### config.mk
export PLATFORM = sky130hd
export DESIGN_NAME = uart_rx_unit
export DESIGN_NICKNAME = d
export VERILOG_FILES = /design/src/rtl/uart_rx_unit.sv
export SDC_FILE = /design/constraint.sdc
export NUM_CORES = 1
export LEC_CHECK = 0
export CAP_MARGIN = 10
export CORE_ASPECT_RATIO = 1.5
export CORE_MARGIN = 10
export CORE_UTILIZATION = 45
export DETAILED_ROUTE_END_ITERATION = 6
export SETUP_SLACK_MARGIN = 0.02
export SYNTH_ARGS = -nofsm -noshare
export SYNTH_HDL_FRONTEND = slang
export SYNTH_SLANG_ARGS = --single-unit
### constraint.sdc
create_clock -name clk -period 8.65 [get_ports clk]
set_clock_uncertainty 0.1 [all_clocks]
set_input_delay 1.2975 -clock clk [delete_from_list [all_inputs] [get_ports clk]]
set_output_delay 1.2975 -clock clk [all_outputs]
set_load 0.02 [all_outputs]
### src/rtl/uart_rx_unit.sv
// uart_rx_unit: UART receiver with built-in baud tick generator, parity and framing checks
module uart_rx_unit (
  input  logic       clk,
  input  logic       rst,
  input  logic       rx,
  input  logic       base_sel,
  input  logic [2:0] div_ratio,
  input  logic       data_size,
  input  logic       parity_en,
  input  logic [1:0] parity_mode,
  input  logic       stop_bit_size,
  output logic [7:0] data,
  output logic       err_crc,
  output logic       err_frame,
  output logic       ready,
  output logic       new_data
);
  localparam logic [2:0] IDLE   = 3'd0;
  localparam logic [2:0] START  = 3'd1;
  localparam logic [2:0] DATA   = 3'd2;
  localparam logic [2:0] PARITY = 3'd3;
  localparam logic [2:0] STOP   = 3'd4;
  logic        rx_m_q, rx_s_q, rx_p_q;
  logic [2:0]  state_q, state_d;
  logic [17:0] cnt_q, cnt_d;
  logic [17:0] per, lim;
  logic [2:0]  bit_q, bit_d;
  logic [7:0]  shift_q, shift_d;
  logic        sz_q, pen_q, stop_q, base_q;
  logic [1:0]  pmode_q;
  logic [2:0]  div_q;
  logic        perr_q, perr_d, ferr_q, ferr_d;
  logic [7:0]  data_d;
  logic        crc_d, frm_d, nd_d;
  logic        fall, tick;
  assign fall  = rx_p_q & ~rx_s_q;
  assign ready = state_q == IDLE;
  assign per   = (base_q ? 18'd217 : 18'd1302) << div_q;
  // first tick lands mid start bit, later ticks one bit period apart
  assign lim   = (state_q == START) ? (per >> 1) - 18'd1 : per - 18'd1;
  assign tick  = !ready && cnt_q == lim;
  always_comb begin
    state_d = state_q;
    bit_d   = bit_q;
    shift_d = shift_q;
    perr_d  = perr_q;
    ferr_d  = ferr_q;
    data_d  = data;
    crc_d   = err_crc;
    frm_d   = err_frame;
    nd_d    = 1'b0;
    cnt_d   = (ready || tick) ? 18'd0 : cnt_q + 18'd1;
    case (state_q)
      IDLE: if (fall) begin
        state_d = START;
        bit_d   = 3'd0;
        shift_d = 8'd0;
        perr_d  = 1'b0;
        ferr_d  = 1'b0;
      end
      START: if (tick) state_d = rx_s_q ? IDLE : DATA;
      DATA: if (tick) begin
        shift_d[bit_q] = rx_s_q;
        bit_d = bit_q + 3'd1;
        if (bit_q == {2'b11, sz_q}) begin
          bit_d   = 3'd0;
          state_d = pen_q ? PARITY : STOP;
        end
      end
      // unused bit 7 stays 0 in 7-bit mode, so the XOR spans the right width
      PARITY: if (tick) begin
        perr_d  = (pmode_q[1] ? ^shift_q ^ rx_s_q : rx_s_q) ^ pmode_q[0];
        state_d = STOP;
      end
      STOP: if (tick) begin
        ferr_d = ferr_q | ~rx_s_q;
        bit_d  = bit_q + 3'd1;
        if (bit_q[0] == stop_q) begin
          state_d = IDLE;
          data_d  = shift_q;
          crc_d   = pen_q & perr_q;
          frm_d   = ferr_d;
          nd_d    = 1'b1;
        end
      end
      default: state_d = IDLE;
    endcase
  end
  always_ff @(posedge clk or posedge rst) begin
    if (rst) begin
      rx_m_q    <= 1'b1;
      rx_s_q    <= 1'b1;
      rx_p_q    <= 1'b1;
      state_q   <= IDLE;
      cnt_q     <= 18'd0;
      bit_q     <= 3'd0;
      shift_q   <= 8'd0;
      perr_q    <= 1'b0;
      ferr_q    <= 1'b0;
      sz_q      <= 1'b0;
      pen_q     <= 1'b0;
      pmode_q   <= 2'd0;
      stop_q    <= 1'b0;
      base_q    <= 1'b0;
      div_q     <= 3'd0;
      data      <= 8'd0;
      err_crc   <= 1'b0;
      err_frame <= 1'b0;
      new_data  <= 1'b0;
    end else begin
      rx_m_q    <= rx;
      rx_s_q    <= rx_m_q;
      rx_p_q    <= rx_s_q;
      state_q   <= state_d;
      cnt_q     <= cnt_d;
      bit_q     <= bit_d;
      shift_q   <= shift_d;
      perr_q    <= perr_d;
      ferr_q    <= ferr_d;
      data      <= data_d;
      err_crc   <= crc_d;
      err_frame <= frm_d;
      new_data  <= nd_d;
      if (ready && fall) begin
        sz_q    <= data_size;
        pen_q   <= parity_en;
        pmode_q <= parity_mode;
        stop_q  <= stop_bit_size;
        base_q  <= base_sel;
        div_q   <= div_ratio;
      end
    end
  end
endmodule

==> results of run 1 <==
## metrics by stage
| step | setup slack (ns) | cell area, um^2 | instances | hold slack, ns | utilization [%] |
|---|---|---|---|---|---|
| 6_report | 3.66 | 4730 | 590 | 0.254 | 51.5 |
| 5_1_grt | 3.14 | 4730 | 590 | 0.260 | 51.5 |
| 4_1_cts | 3.67 | 4730 | 590 | 0.255 | 51.5 |
| 3_5_place_dp | 3.72 | 4410 | 574 | 0.247 | 48.0 |
| 3_3_place_gp | 3.88 | 4410 | 574 | 0.246 | 48.0 |
| 2_1_floorplan | 5.06 | 4190 | 468 | 0.245 | - |
## sequential cells by signal, indices dropped and copies added, names as in the netlist, 2 cells and up
register  flops
bit_q         3
cnt_q        18
data          8
div_q         3
pmode_q       2
shift_q       8
state_q       3
## worst max path at each step
stage	startpoint	endpoint	slack [ns]	cells after the start
3_5_place_dp	div_q[1]	data[3]	3.72	11
4_1_cts	div_q[1]	data[5]	3.67	11
6_report	div_q[1]	data[5]	3.66	11
3_3_place_gp	div_q[1]	data[1]	3.88	11
2_1_floorplan	state_q[1]	data[0]	5.06	14
5_1_grt	div_q[1]	data[5]	3.14	11
## kinds of logic (layout without fill, tap and decap cells)
kind of cell               after synthesis  after routing
and+or+nand+nor                        187            187
AOI/OAI and AO/OA                       85             85
DFF                                     57             57
buffers and inverters                   46             56
xor gates and xnor gates                45             45
muxes                                   40             40
adders and majority gates                8              8
## critical path, cell delays in order (launching register included)
cell and delay, ns:
dfrtp_1 1.00, nor2b_1 0.48, nor3_1 0.16, a21oi_1 0.22
ha_1 0.22, o21ai_0 0.13, a221oi_1 0.36, and3_1 0.23
o2111ai_1 0.15, nor4b_4 1.00, nand4_4 0.39, mux2_2 0.39
## power by group through the flow
stage | sequential, mW | clock [mW] | combinational, mW
floorplan | 0.326 | 0 | 0.500
global placement | 0.366 | 0 | 0.573
detailed placement | 0.369 | 0 | 0.578
finish | 0.364 | 0.378 | 0.586
CTS | 0.365 | 0.387 | 0.583
global route | 0.372 | 0.400 | 0.648
## metal layers
| layer | GRT usage (%) | vias to the layer above | share of wire [%] |
|---|---|---|---|
| li1 | - | 1680 | - |
| met1 | 16.4 | 1661 | 37 |
| met2 | 27.6 | 82 | 55 |
| met3 | 3.09 | 27 | 3.8 |
| met4 | 9.08 | 0 | 4.6 |
| met5 | 0 | - | 0 |
## Yosys cell counts (3+ instances only)
library cell	number
a211oi_1	3
nor2_1	47
ha_1	8
nor2b_1	6
nand3b_1	3
nand4_1	15
o211ai_1	6
xor2_1	16
nor4_1	3
a31o_2	4
nand3_1	10
nor3_1	14
mux4_2	3
a31oi_1	5
mux2_2	19
nand2_1	43
dfstp_2	3
mux2i_1	18
dfrtp_1	54
o21ai_0	23
nand2b_1	9
xnor2_1	28
buf_2	13
and3_1	17
a21o_1	4
clkbuf_1	12
inv_1	14
a21oi_1	14
## layout make-up
cell class | instances | area (um^2) | share of cell area, %
flip-flops and latches | 57 | 1430 | 30.2
inverters | 15 | 56.3 | 1.19
clock buffers | 9 | 225 | 4.76
repair buffers | 25 | 245 | 5.18
clock inverters | 7 | 95.1 | 2.01
multi-input cells | 365 | 2540 | 53.7
well taps | 112 | 140 | 2.96
==> impl_metrics.csv, run 1 <==
group,metric,value,unit
status,outcome,"complete, no violations",
worst_setup_path,ff2ff_path_depth,11,
logic_synthesis,synth_area_leader_cell,"dfrtp_1",
detailed_routing,drtAntennaViolNets,0,
floorplanning,row_count,43,
logic_synthesis,ys_async_sr_fraction,100,%
cts,worstSkewPairLatency,0.33,ns
cts,cts-root-buf,"clkbuf_16",
hold_path,min_from,"rx_m_q",
worst_setup_path,ff2ff_setup_slack,3.66,ns
logic_synthesis,syn-instance-count,468,
power_and_ir_drop,p_clk_share,28.5,%
power_and_ir_drop,p_comb_share,44.1,%
cts,cts_inserted_buffers,9,
detailed_routing,drc_errors,0,
worst_setup_path,worstPathMaxFanout,29,
worst_setup_path,r2r_end,"data[5]",
timing,fmaxAchievable,0.201,GHz
logic_synthesis,synth.area.top_cells,"dfrtp_1 (32%), xnor2_1 (5.9%), mux2_2 (5.1%)",
power_and_ir_drop,seqPwrFrac,27.4,%
floorplanning,die_h,138,um
worst_setup_path,rr_startpoint,"div_q[1]",
layout,diodes,0,
grt,grt_start_max_net_pins,58,
power_and_ir_drop,p_int,0.790,mW
placement,gp_congestion,0.914,
job,max_cap_violations,0,
detailed_routing,drt_wl_total,10.4,mm
power_and_ir_drop,switching_share,40.5,%
hold_path,whs_path_depth,0,
layout,final_cell_mix,"dfrtp_1 (54), nor2_1 (47), nand2_1 (43)",
logic_synthesis,syn_area,4190,um^2
logic_synthesis,synth.avg_cell_area,8.95,um^2
floorplanning,initial_core_util,45.5,%
worst_setup_path,path_class,"reg2reg",
detailed_routing,drtIter0Drc,168,
timing,finalSetupViolCount,0,
power_and_ir_drop,power_leakage,2.01,nW
logic_synthesis,synthSimpleGateAreaFrac,23.8,%
timing,hold_violations,0,
logic_synthesis,synth_edf_count,0,
worst_setup_path,cp.required,8.76,ns
timing,min_period,4.99,ns
worst_setup_path,crit_arrival,5.10,ns
power_and_ir_drop,vdd.ir_drop.worst,0.000178,V
detailed_routing,wire_per_inst,17.7,um
power_and_ir_drop,power.total,1.33,mW
hold_path,hold_class,"reg2reg",
cts,cts_tree,"done",
logic_synthesis,synth_compound_area_share,13.9,%
cts,post_cts_buffers,0,
logic_synthesis,yosys.area_share.xor_xnor,9.58,%
grt,grt_antenna_before_repair,0,
placement,io_buffers,23,
logic_synthesis,synth_top_family_by_area,"simple AND/OR/NAND/NOR gates",
worst_setup_path,start_kind,"flop",
layout,nets,493,
logic_synthesis,yosysTopAreaCellShare,32.2,%
timing,fin_crit_sh,57.7,%
logic_synthesis,yosys_warnings,0,
floorplanning,die_w,98.8,um
cts,clkSlewWorstSetupHoldPaths,0.05,ns
timing,rsz0062_at_grt,"false",
detailed_routing,vias_per_cell,5.85,
timing,tightest_slew,1.12,ns
logic_synthesis,ys_ff_latch,57,
layout,final_common_cell,"dfrtp_1",
logic_synthesis,synth_nets,488,
cts,clock_sinks,57,
cts,cts_resized,0,
hold_path,min_to,"rx_s_q",
worst_setup_path,end_kind,"flop",
detailed_routing,via_count,3450,
detailed_routing,first_pass_iters,4,
floorplanning,core-area,9200,um^2
cts,cts_hold_buf,0,
logic_synthesis,synth_sequential_area_ratio,34.1,%
timing,fin_tns_setup,0,ns
logic_synthesis,synthMuxAreaShare,11.0,%
logic_synthesis,ys.flop_type,"dfrtp_1",
cts,clk_path_buf_depth,2,
timing,slew_violations,0,
timing,relSlewSlack,25.0,%
grt,grt_pass1_wl,17.7,mm
power_and_ir_drop,pwr_density_cell,281,nW/um^2
floorplanning,die-area,13700,um^2
placement,dp_hpwl,7.62,mm
grt,grt_pass1_vias,3528,
logic_synthesis,ys_types,72,
grt,grt_usage,15.6,%
floorplanning,ios,24,
layout,syn_to_final_growth,13.0,%
logic_synthesis,synth_adder_area_share,2.39,%
layout,drive_gt1_share,12.3,%
cts,htreeDepth,3,
power_and_ir_drop,p_sw,0.538,mW
grt,grt_overflow,0,
layout,n_fill_cell,850,
Note: power is estimated with default switching activity, not from simulation.
==> run 2, diff against run 1 <==
--- a/config.mk
+++ b/config.mk
@@ -10,6 +10,7 @@
 export CORE_MARGIN = 10
 export CORE_UTILIZATION = 45
 export DETAILED_ROUTE_END_ITERATION = 6
+export PLACE_DENSITY = 0.65
 export SETUP_SLACK_MARGIN = 0.02
 export SYNTH_ARGS = -nofsm -noshare
 export SYNTH_HDL_FRONTEND = slang
==> constraint.sdc (replaced) <==
create_clock -name clk -period 4.46 [get_ports clk]
set_clock_uncertainty 0.1 [all_clocks]
set_input_delay 0.669 -clock clk [delete_from_list [all_inputs] [get_ports clk]]
set_output_delay 0.669 -clock clk [all_outputs]
set_load 0.02 [all_outputs]
==> impl_metrics.csv, run 2 (synthesis gave the netlist of run 1 again) <==
group,metric,value,unit
status,outcome,"complete, no violations",
detailed_routing,drc_errors,0,
timing,fin_tns_setup,0,ns
worst_setup_path,path_class,"reg2reg",
cts,worstSkewPairLatency,0.33,ns
grt,grt_usage,15.1,%
timing,tightest_slew,0.785,ns
cts,htreeDepth,3,
layout,largest_reg_flops,18,
worst_setup_path,start_kind,"flop",
timing,min_period,4.01,ns
placement,dp_hpwl,7.49,mm
detailed_routing,drt_wl_total,10.2,mm
cts,post_cts_buffers,0,
floorplanning,ios,24,
detailed_routing,first_pass_iters,5,
layout,nets,501,
hold_path,hold_class,"reg2reg",
floorplanning,die-area,13700,um^2
cts,cts_inserted_buffers,9,
cts,clock_sinks,57,
placement,io_buffers,23,
timing,finalSetupViolCount,0,
timing,relSlewSlack,47.6,%
power_and_ir_drop,vdd.ir_drop.worst,0.000312,V
detailed_routing,drtIter0Drc,195,
power_and_ir_drop,pwr_density_cell,539,nW/um^2
grt,grt_pass1_vias,3622,
timing,fin_crit_sh,89.9,%
floorplanning,die_h,138,um
cts,cts_tree,"done",
detailed_routing,drtAntennaViolNets,0,
placement,gp_congestion,0.938,
grt,grt_antenna_before_repair,0,
power_and_ir_drop,power_leakage,2.06,nW
layout,diodes,0,
detailed_routing,vias_per_cell,5.93,
layout,drive_gt1_share,13.4,%
grt,grt_pass1_wl,17.0,mm
worst_setup_path,end_kind,"flop",
timing,slew_violations,0,
detailed_routing,via_count,3548,
detailed_routing,wire_per_inst,17.0,um
worst_setup_path,worstPathMaxFanout,18,
cts,clk_path_buf_depth,2,
cts,clkSlewWorstSetupHoldPaths,0.05,ns
layout,final_common_cell,"dfrtp_1",
grt,grt_start_max_net_pins,40,
worst_setup_path,cp.required,4.55,ns
layout,largest-register,"cnt_q",
timing,hold_violations,0,
floorplanning,core-area,9200,um^2
timing,fmaxAchievable,0.249,GHz
cts,cts-root-buf,"clkbuf_16",
job,max_cap_violations,0,
cts,cts_resized,0,
layout,reg_top3,"cnt_q x18, data x8, shift_q x8",
floorplanning,row_count,43,
timing,setup_ws,0.452,ns
timing,rsz0062_at_grt,"false",
layout,final_cell_mix,"dfrtp_1 (54), nor2_1 (47), nand2_1 (43)",
layout,syn_to_final_growth,14.2,%
placement,dpl_worst_slack,0.492,ns
floorplanning,initial_core_util,45.5,%
cts,cts_hold_buf,0,
grt,grt_overflow,0,
worst_setup_path,crit_arrival,4.10,ns
floorplanning,die_w,98.8,um
==> run 2: cell types whose count changed in the layout (fill, tap and decap cells not counted) <==
cell,previous run,this run
buf_4,2,10
clkinvlp_4,4,0
clkbuf_1,0,2
bufinv_16,2,1
clkbuf_8,0,3
==> run 2: worst max-delay path, cell delays in order (launching register included) <==
cell and delay (ns):
dfrtp_1 0.43, inv_1 0.11, ha_1 0.22, nor2b_1 0.39, nor3_1 0.18, a21oi_1 0.19
ha_1 0.22, o21ai_0 0.12, a221oi_1 0.33, and3_1 0.24, o2111ai_1 0.15, nor4b_4 0.50
a21o_1 0.55, nor2_1 0.12
==> run 2: through the flow <==
stage | total power, mW | hold WS [ns] | std cells | cell area (um^2) | util (%)
2_1_floorplan | 1.60 | 0.245 | 468 | 4190 | -
3_3_place_gp | 1.85 | 0.246 | 582 | 4470 | 48.6
3_5_place_dp | 1.86 | 0.250 | 582 | 4470 | 48.6
6_report | 2.58 | 0.254 | 598 | 4780 | 52.0
5_1_grt | 2.74 | 0.261 | 598 | 4780 | 52.0
4_1_cts | 2.57 | 0.256 | 598 | 4780 | 52.0
==> run 2: worst paths after layout <==
check	to	depth (start not counted)	slack (ns)	from
hold reg to reg	rx_s_q	0	0.25	rx_m_q
setup / recovery	cnt_q[2]	13	0.45	div_q[0]
max in group asynchronous	cnt_q[15]	3	2.79	rst
setup reg to reg	cnt_q[2]	13	0.45	div_q[0]
min in group asynchronous	stop_q	2	0.71	rst
hold / removal	rx_s_q	0	0.25	rx_m_q
==> run 2: layer usage <==
layer | routed length, um | GRT usage [%] | up-vias
met4 | 539 | 10.2 | 0
met2 | 5480 | 27.0 | 91
met1 | 3780 | 14.7 | 1723
met5 | 0 | 0 | -
li1 | - | - | 1698
met3 | 366 | 3.69 | 36
==> run 2: report_power, final <==
part           switching [mW]  internal (mW)  leakage [nW]  total, mW
sequential             0.0930          0.579         0.747      0.672
clock                   0.221          0.476         0.153      0.697
combinational           0.720          0.490          1.16       1.21
total                    1.03           1.54          2.06       2.58
==> run 2: area by class of cell <==
type | instances | area [um^2]
Fill cell | 830 | 4420
Multi-Input combinational cell | 365 | 2540
Sequential cell | 57 | 1430
Timing Repair Buffer | 33 | 305
Clock buffer | 14 | 274
Tap cell | 112 | 140
Inverter | 15 | 56.3
Clock inverter | 2 | 35.0
==> run 3, diff against run 2 <==
--- a/config.mk
+++ b/config.mk
@@ -5,7 +5,6 @@
 export SDC_FILE = /design/constraint.sdc
 export NUM_CORES = 1
 export LEC_CHECK = 0
-export CAP_MARGIN = 10
 export CORE_ASPECT_RATIO = 1.5
 export CORE_MARGIN = 10
 export CORE_UTILIZATION = 45
==> results of run 3 <==
The final DEF is identical to that of run 2; final timing and power are the same.
